--- config.mk ---
export PLATFORM = sky130hd
export DESIGN_NAME = barrier_scroller_flat
export DESIGN_NICKNAME = d
export VERILOG_FILES = /design/src/rtl/barrier_scroller_if.sv /design/src/rtl/barrier_scroller.sv /design/src/flat_wrapper.sv
export SDC_FILE = /design/constraint.sdc
export NUM_CORES = 1
export LEC_CHECK = 0
export CAP_MARGIN = 20
export CELL_PAD_IN_SITES_DETAIL_PLACEMENT = 0
export CELL_PAD_IN_SITES_GLOBAL_PLACEMENT = 2
export CORE_MARGIN = 2
export CORE_UTILIZATION = 31
export DETAILED_ROUTE_END_ITERATION = 16
export HOLD_SLACK_MARGIN = 0.02
export PLACE_DENSITY = 0.88
export REMOVE_ABC_BUFFERS = 1
export SYNTH_ARGS = -nofsm -noshare
export SYNTH_HDL_FRONTEND = slang
export SYNTH_SLANG_ARGS = --single-unit
--- constraint.sdc ---
create_clock -name clk -period 3.01 [get_ports clk]
set_input_delay 0.4515 -clock clk [delete_from_list [all_inputs] [get_ports clk]]
set_output_delay 0.4515 -clock clk [all_outputs]
set_load 0.03 [all_outputs]
--- src/rtl/barrier_scroller_if.sv ---
// Bundles the frame-update controls and the barrier state outputs of barrier_scroller.
// Use the slave modport on the scroller and the master modport on the block driving it.
interface barrier_scroller_if #(
   parameter int NUM_SLOTS = 4,
   parameter int X_W       = 10,
   parameter int SPEED_W   = 4
);
   logic                     frame_tick;
   logic                     clear;
   logic [SPEED_W-1:0]       barrier_speed;
   logic [NUM_SLOTS*X_W-1:0] barrier_x;
   logic [NUM_SLOTS*2-1:0]   barrier_h;
   logic [NUM_SLOTS-1:0]     barrier_valid;
   logic [7:0]               pass_cnt;
   logic                     pass_pulse;
   logic                     busy;
   logic                     update_done;
   logic                     overrun;

   modport master (
      output frame_tick, clear, barrier_speed,
      input  barrier_x, barrier_h, barrier_valid, pass_cnt, pass_pulse,
             busy, update_done, overrun
   );

   modport slave (
      input  frame_tick, clear, barrier_speed,
      output barrier_x, barrier_h, barrier_valid, pass_cnt, pass_pulse,
             busy, update_done, overrun
   );
endinterface

--- src/rtl/barrier_scroller.sv ---
// Once per frame, scrolls the barrier slots left, retires and counts off-screen ones, and spawns new ones.
// Define RANDOM_SPAWN_EN to randomise the spawn gap and height from the LFSR; otherwise spacing is fixed.
module barrier_scroller #(
   parameter int         NUM_SLOTS     = 4,
   parameter int         X_W           = 10,
   parameter int         SPEED_W       = 4,
   parameter int         SCREEN_W      = 640,
   parameter int         SPAWN_GAP_MIN = 160,
   parameter logic [7:0] LFSR_SEED     = 8'hA5
) (
   input  logic                clk,
   input  logic                rst_n,
   barrier_scroller_if.slave   io_bus
);
   localparam int IDX_W = (NUM_SLOTS > 1) ? $clog2(NUM_SLOTS) : 1;
   localparam int D_W   = 10;

   typedef enum logic [1:0] {IDLE, MOVE, SPAWN, DONE} state_t;

   state_t               r_state;
   state_t               w_state_nxt;
   logic                 w_busy;
   logic                 w_update_done;

   logic [SPEED_W-1:0]   r_spd;
   logic [IDX_W-1:0]     r_idx;
   logic [X_W-1:0]       r_x [NUM_SLOTS];
   logic [1:0]           r_h [NUM_SLOTS];
   logic [NUM_SLOTS-1:0] r_valid;
   logic [7:0]           r_pass_cnt;
   logic                 r_pass_pulse;
   logic                 r_overrun;
   logic [D_W-1:0]       r_spawn_dist;
   logic [7:0]           r_lfsr;

   logic [X_W-1:0]       w_spd_ext;
   logic [D_W:0]         w_dist_sum;
   logic [D_W-1:0]       w_dist_new;
   logic [D_W:0]         w_gap_thr;
   logic [5:0]           w_gap_rand;
   logic [1:0]           w_h_rand;
   logic                 w_free_any;
   logic [IDX_W-1:0]     w_free_idx;
   logic                 w_spawn_ok;
   logic [NUM_SLOTS*X_W-1:0] w_x_pack;
   logic [NUM_SLOTS*2-1:0]   w_h_pack;

`ifdef RANDOM_SPAWN_EN
   assign w_gap_rand = r_lfsr[5:0];
   assign w_h_rand   = r_lfsr[7:6];
`else
   logic w_lfsr_unused;
   assign w_gap_rand    = 6'd0;
   assign w_h_rand      = 2'd1;
   assign w_lfsr_unused = ^r_lfsr;
`endif

   assign w_spd_ext  = X_W'(r_spd);
   assign w_dist_sum = {1'b0, r_spawn_dist} + (D_W+1)'(r_spd);
   // The sum can never exceed 2*1023, so the carry bit alone flags saturation.
   assign w_dist_new = w_dist_sum[D_W] ? {D_W{1'b1}} : w_dist_sum[D_W-1:0];
   assign w_gap_thr  = (D_W+1)'(SPAWN_GAP_MIN) + (D_W+1)'(w_gap_rand);
   assign w_free_any = ~&r_valid;
   assign w_spawn_ok = ({1'b0, w_dist_new} >= w_gap_thr) && w_free_any;

   always_comb begin
      w_free_idx = '0;
      for (int k = NUM_SLOTS - 1; k >= 0; k--) begin
         if (!r_valid[k]) w_free_idx = IDX_W'(k);
      end
   end

   always_comb begin
      w_x_pack = '0;
      w_h_pack = '0;
      for (int k = 0; k < NUM_SLOTS; k++) begin
         w_x_pack[k*X_W +: X_W] = r_x[k];
         w_h_pack[k*2 +: 2]     = r_h[k];
      end
   end

   always_ff @(posedge clk) begin
      if (!rst_n) r_state <= IDLE;
      else if (io_bus.clear) r_state <= IDLE;
      else r_state <= w_state_nxt;
   end

   always_comb begin
      w_state_nxt   = r_state;
      w_busy        = 1'b1;
      w_update_done = 1'b0;
      case (r_state)
         IDLE: begin
            w_busy = 1'b0;
            if (io_bus.frame_tick) w_state_nxt = MOVE;
         end
         MOVE: begin
            if (r_idx == IDX_W'(NUM_SLOTS - 1)) w_state_nxt = SPAWN;
         end
         SPAWN: w_state_nxt = DONE;
         DONE: begin
            w_busy        = 1'b0;
            w_update_done = 1'b1;
            w_state_nxt   = IDLE;
         end
         default: w_state_nxt = IDLE;
      endcase
   end

   always_ff @(posedge clk) begin
      if (!rst_n) begin
         r_spd        <= '0;
         r_idx        <= '0;
         r_valid      <= '0;
         r_pass_cnt   <= '0;
         r_pass_pulse <= 1'b0;
         r_overrun    <= 1'b0;
         r_spawn_dist <= '0;
         r_lfsr       <= LFSR_SEED;
         for (int k = 0; k < NUM_SLOTS; k++) begin
            r_x[k] <= '0;
            r_h[k] <= '0;
         end
      end else begin
         // Taps 8,6,5,4; the LFSR keeps running through clear so restarts do not replay the same pattern.
         r_lfsr       <= {r_lfsr[6:0], r_lfsr[7] ^ r_lfsr[5] ^ r_lfsr[4] ^ r_lfsr[3]};
         r_pass_pulse <= 1'b0;
         if (io_bus.clear) begin
            r_valid      <= '0;
            r_pass_cnt   <= '0;
            r_overrun    <= 1'b0;
            r_spawn_dist <= '0;
            r_idx        <= '0;
            for (int k = 0; k < NUM_SLOTS; k++) begin
               r_x[k] <= '0;
               r_h[k] <= '0;
            end
         end else begin
            if (io_bus.frame_tick && (r_state != IDLE)) r_overrun <= 1'b1;
            case (r_state)
               IDLE: begin
                  if (io_bus.frame_tick) begin
                     r_spd <= io_bus.barrier_speed;
                     r_idx <= '0;
                  end
               end
               MOVE: begin
                  if (r_valid[r_idx] && (r_x[r_idx] < w_spd_ext)) begin
                     r_valid[r_idx] <= 1'b0;
                     r_pass_pulse   <= 1'b1;
                     if (r_pass_cnt != 8'hFF) r_pass_cnt <= r_pass_cnt + 8'd1;
                  end else if (r_valid[r_idx]) begin
                     r_x[r_idx] <= r_x[r_idx] - w_spd_ext;
                  end
                  r_idx <= r_idx + IDX_W'(1);
               end
               SPAWN: begin
                  if (w_spawn_ok) begin
                     r_x[w_free_idx]     <= X_W'(SCREEN_W - 1);
                     r_h[w_free_idx]     <= w_h_rand;
                     r_valid[w_free_idx] <= 1'b1;
                     r_spawn_dist        <= '0;
                  end else begin
                     r_spawn_dist <= w_dist_new;
                  end
               end
               default: ;
            endcase
         end
      end
   end

   assign io_bus.barrier_x     = w_x_pack;
   assign io_bus.barrier_h     = w_h_pack;
   assign io_bus.barrier_valid = r_valid;
   assign io_bus.pass_cnt      = r_pass_cnt;
   assign io_bus.pass_pulse    = r_pass_pulse;
   assign io_bus.busy          = w_busy;
   assign io_bus.update_done   = w_update_done;
   assign io_bus.overrun       = r_overrun;
endmodule

--- src/flat_wrapper.sv ---
// flat-port wrapper written by rule: the top's interface ports become plain ports
module barrier_scroller_flat 
#(
   parameter int         NUM_SLOTS     = 4,
   parameter int         X_W           = 10,
   parameter int         SPEED_W       = 4,
   parameter int         SCREEN_W      = 640,
   parameter int         SPAWN_GAP_MIN = 160,
   parameter logic [7:0] LFSR_SEED     = 8'hA5
)
  (clk, rst_n, io_bus_frame_tick, io_bus_clear, io_bus_barrier_speed, io_bus_barrier_x, io_bus_barrier_h, io_bus_barrier_valid, io_bus_pass_cnt, io_bus_pass_pulse, io_bus_busy, io_bus_update_done, io_bus_overrun);
  barrier_scroller_if #(.NUM_SLOTS(NUM_SLOTS), .X_W(X_W), .SPEED_W(SPEED_W)) io_bus_i ();
  input  logic clk;
  input  logic rst_n;
  input wire logic [$bits(io_bus_i.frame_tick)-1:0] io_bus_frame_tick;
  input wire logic [$bits(io_bus_i.clear)-1:0] io_bus_clear;
  input wire logic [$bits(io_bus_i.barrier_speed)-1:0] io_bus_barrier_speed;
  output wire logic [$bits(io_bus_i.barrier_x)-1:0] io_bus_barrier_x;
  output wire logic [$bits(io_bus_i.barrier_h)-1:0] io_bus_barrier_h;
  output wire logic [$bits(io_bus_i.barrier_valid)-1:0] io_bus_barrier_valid;
  output wire logic [$bits(io_bus_i.pass_cnt)-1:0] io_bus_pass_cnt;
  output wire logic [$bits(io_bus_i.pass_pulse)-1:0] io_bus_pass_pulse;
  output wire logic [$bits(io_bus_i.busy)-1:0] io_bus_busy;
  output wire logic [$bits(io_bus_i.update_done)-1:0] io_bus_update_done;
  output wire logic [$bits(io_bus_i.overrun)-1:0] io_bus_overrun;
  assign io_bus_i.frame_tick = io_bus_frame_tick;
  assign io_bus_i.clear = io_bus_clear;
  assign io_bus_i.barrier_speed = io_bus_barrier_speed;
  assign io_bus_barrier_x = io_bus_i.barrier_x;
  assign io_bus_barrier_h = io_bus_i.barrier_h;
  assign io_bus_barrier_valid = io_bus_i.barrier_valid;
  assign io_bus_pass_cnt = io_bus_i.pass_cnt;
  assign io_bus_pass_pulse = io_bus_i.pass_pulse;
  assign io_bus_busy = io_bus_i.busy;
  assign io_bus_update_done = io_bus_i.update_done;
  assign io_bus_overrun = io_bus_i.overrun;
  barrier_scroller #(.NUM_SLOTS(NUM_SLOTS), .X_W(X_W), .SPEED_W(SPEED_W), .SCREEN_W(SCREEN_W), .SPAWN_GAP_MIN(SPAWN_GAP_MIN), .LFSR_SEED(LFSR_SEED)) u_core (.clk(clk), .rst_n(rst_n), .io_bus(io_bus_i));
endmodule
==> flow_metrics.env, run 1 <==
export IMPL_status="finished clean"
export IMPL_worstHoldPathType="flip-flop to flip-flop"
export IMPL_row_count=43
export IMPL_max_freq_mhz=338
export IMPL_grt_setup_unrepaired="yes"
export IMPL_timing_worst_setup_path_type="flip-flop to flip-flop"
export IMPL_wl_per_cell_um=18.0
export IMPL_io_pins=72
export IMPL_synthCells=418
export IMPL_initial_core_util=0.316
export IMPL_grt_pass1_wl_um=19600
export IMPL_dr_pass1_iters=5
export IMPL_powerDensity_nw_per_um2=460
export IMPL_cp_slowest_cell="fa_2"
export IMPL_fin_crit_ps=2960
export IMPL_cts_htree_levels=3
export IMPL_die_h_um=122
export IMPL_async_flop_share=0
export IMPL_grt_pass1_vias=3625
export IMPL_portBuffers=67
export IMPL_maxSlewViolCount=0
export IMPL_drive_above_1_share=0.190
export IMPL_drt_iter0_drc=358
export IMPL_setup_tns_ps=0
export IMPL_synth_area_sq_um=4350
export IMPL_grtUsageTotal=0.171
export IMPL_ys_seq_area_frac=0.451
export IMPL_antenna_found_initial=0
export IMPL_cts_tree="done"
export IMPL_cp_max_fo=6
export IMPL_tightestPinTransition_ps=577
export IMPL_cp_end_kind="flip-flop"
export IMPL_gp_congestion=0.867
export IMPL_p_leak_nw=2.13
export IMPL_dpl_hpwl_um=9420
export IMPL_fin_ws_ps=51.9
export IMPL_pre_cts_slack_ps=16.6
export IMPL_synth_cell_type_count=64
export IMPL_clkLatencyLatePin_ps=330
export IMPL_arrival_ps=3010
export IMPL_critical_path_max_stage_delay_ps=400
export IMPL_viasPerCell=5.41
export IMPL_layout_nets=538
export IMPL_drt_wl_total_um=12500
export IMPL_clk_pin_slew_ps=60
export IMPL_cts_root_buf="clkbuf_16"
export IMPL_synth_edf_count=40
export IMPL_fin_area_sq_um=5810
export IMPL_vdd_drop_max_mv=0.215
export IMPL_final_min_period_over_clock_period=0.983
export IMPL_ff2ff_setup_slack_ps=50
export IMPL_dieWidth_um=122
export IMPL_avgSynthCellArea_sq_um=10.4
export IMPL_ys_flop_type="edfxtp_1"
export IMPL_hold_violations=0
export IMPL_core_area_sq_um=13800
export IMPL_clk_path_buf_depth=2
export IMPL_dpl_cell_area_sq_um=5350
export IMPL_drv_cap=0
export IMPL_cp_buffers_inverters=3
export IMPL_yosys_warnings=0
export IMPL_critPathLaunchType="flip-flop"
export IMPL_cts_inserted_buffers=9
export IMPL_numClockSinks=78
export IMPL_ant_nets=0
export IMPL_synth_seq_cells=78
export IMPL_vias=3762
export IMPL_setup_viol=0
export IMPL_grt_max_degree=25
export IMPL_dieArea_sq_um=15000
export IMPL_area_growth_pct=33.6
export IMPL_cp_cell_sequence="mux4_2, inv_2, ha_4, fa_2, nor2b_2, o21ai_2, and4bb_1, a21boi_2, nand3_2, o211ai_1, buf_4, buf_6"
export IMPL_num_antenna_cells=0
export IMPL_clock_skew_ps=7.24
export IMPL_grt_remaining_overflow=0
export IMPL_relSlewSlack=0.613
export IMPL_crit_family="adder cells"
export IMPL_cts_hold_buf=0
export IMPL_drcViolationCount=0
export IMPL_worstPathRequired_ps=3060
[cells in the mapped netlist, types with 3 or more instances]
master	n	share of area
a211oi_1	5	0.0086
a21oi_1	16	0.018
a31o_2	5	0.010
and3_1	4	0.0057
buf_2	5	0.0057
buf_4	9	0.016
clkbuf_1	12	0.010
dfxtp_1	38	0.17
edfxtp_1	40	0.28
ha_1	17	0.049
inv_1	18	0.016
mux2i_1	7	0.016
mux4_2	11	0.057
nand2_1	36	0.031
nand2b_1	3	0.0043
nand3_1	7	0.0080
nand4_1	5	0.0072
nor2_1	24	0.021
nor2b_1	11	0.016
nor3_1	13	0.015
nor4_1	10	0.014
o211ai_1	9	0.016
o21a_1	4	0.0069
o21ai_0	20	0.023
o21ai_1	5	0.0057
o31a_1	3	0.0060
o31ai_1	18	0.031
o41ai_1	5	0.010
or3_1	8	0.012
xnor2_1	9	0.018
[stage by stage]
stage	util	power (mW)	instances	hold WS [ps]
after CTS	0.412	2.68	689	449
after floorplan	-	1.37	393	450
after global placement	0.389	1.50	673	440
final	0.422	2.67	696	445
after detailed placement	0.389	1.50	673	440
after global routing	0.422	2.76	696	478
[worst min-delay path, stage by stage (launching register included)]
cell,delay [ps]
dfxtp_1,310
nand2_1,50
nand2_1,40
[per-layer routing]
layer	global-route usage	part of all wire	vias to the layer above
li1	-	-	1773
met1	0.234	0.46	1862
met2	0.277	0.48	119
met3	0.0316	0.052	8
met4	0.0496	0.011	0
met5	0	0	-
[placed cells by master (no fill, tap or decap), drive strengths merged, types with 10 or more instances in the layout]
cell type,instances
nor2b,11
nor3,14
nor4,10
a21oi,17
edfxtp,40
inv,20
o211ai,10
nor2,24
o21ai,25
nand2,36
o31ai,18
dfxtp,38
buf,40
ha,17
mux4,11
clkbuf,10
clkdlybuf4s50,67
[state kept, by name, indices dropped and copies added (netlist names), named ones only]
signal	count
u_core.io_bus.pass_cnt	8
u_core.r_h	4
u_core.io_bus.barrier_valid	4
u_core.r_spawn_dist	10
u_core.r_spd	4
u_core.io_bus.pass_pulse	1
u_core.r_x	40
u_core.r_state	2
u_core.r_idx	2
u_core.io_bus.overrun	1
[worst paths after layout]
check / start / end / cells after the start
min: u_core.r_h[3] / u_core.r_h[3] / 2
max: flip-flop / u_core.r_x[1][9] / 12
min reg2reg: u_core.r_h[3] / u_core.r_h[3] / 2
max reg2reg: flip-flop / u_core.r_x[1][9] / 12
[power breakdown]
group	switching, mW	total [mW]	internal, mW
clock network	0.444	1.18	0.732
logic	0.204	0.336	0.132
registers	0.0214	1.16	1.14
total	0.669	2.67	2.01
[final cells by class]
class,count,area (sq um)
fill,1358,7960
multi-input combinational,296,2240
sequential,78,1970
timing repair buffer,107,983
clock buffer,10,229
tap,180,225
clock inverter,6,92.6
inverter,19,71.3
[cells by family (layout without fill, tap and decap cells)]
kind of cell               count (synthesis)  count (layout)  synth area share
adders and majority gates                 19              19            0.0581
and+or+nand+nor                          131             131             0.156
muxes                                     19              19            0.0756
other                                      1               4          0.000862
buffers and inverters                     47             142            0.0517
AOI/OAI and AO/OA                        112             112             0.184
xor gates and xnor gates                  11              11            0.0221
DFF                                       78              78             0.451
[timing repair]
action / 4_1_cts / 5_1_grt
gates resized for setup: 0 / 25
setup endpoints to repair: 0 / 85
setup buffers: 0 / 6
No activity file was read; power rests on OpenSTA's default activity.
==> run 2, diff against run 1 <==
--- a/config.mk
+++ b/config.mk
@@ -14,6 +14,7 @@
 export HOLD_SLACK_MARGIN = 0.02
 export PLACE_DENSITY = 0.88
 export REMOVE_ABC_BUFFERS = 1
+export SKIP_LAST_GASP = 1
 export SYNTH_ARGS = -nofsm -noshare
 export SYNTH_HDL_FRONTEND = slang
 export SYNTH_SLANG_ARGS = --single-unit
==> results of run 2 <==
No change in the layout: final DEF, timing and power equal those of run 1.
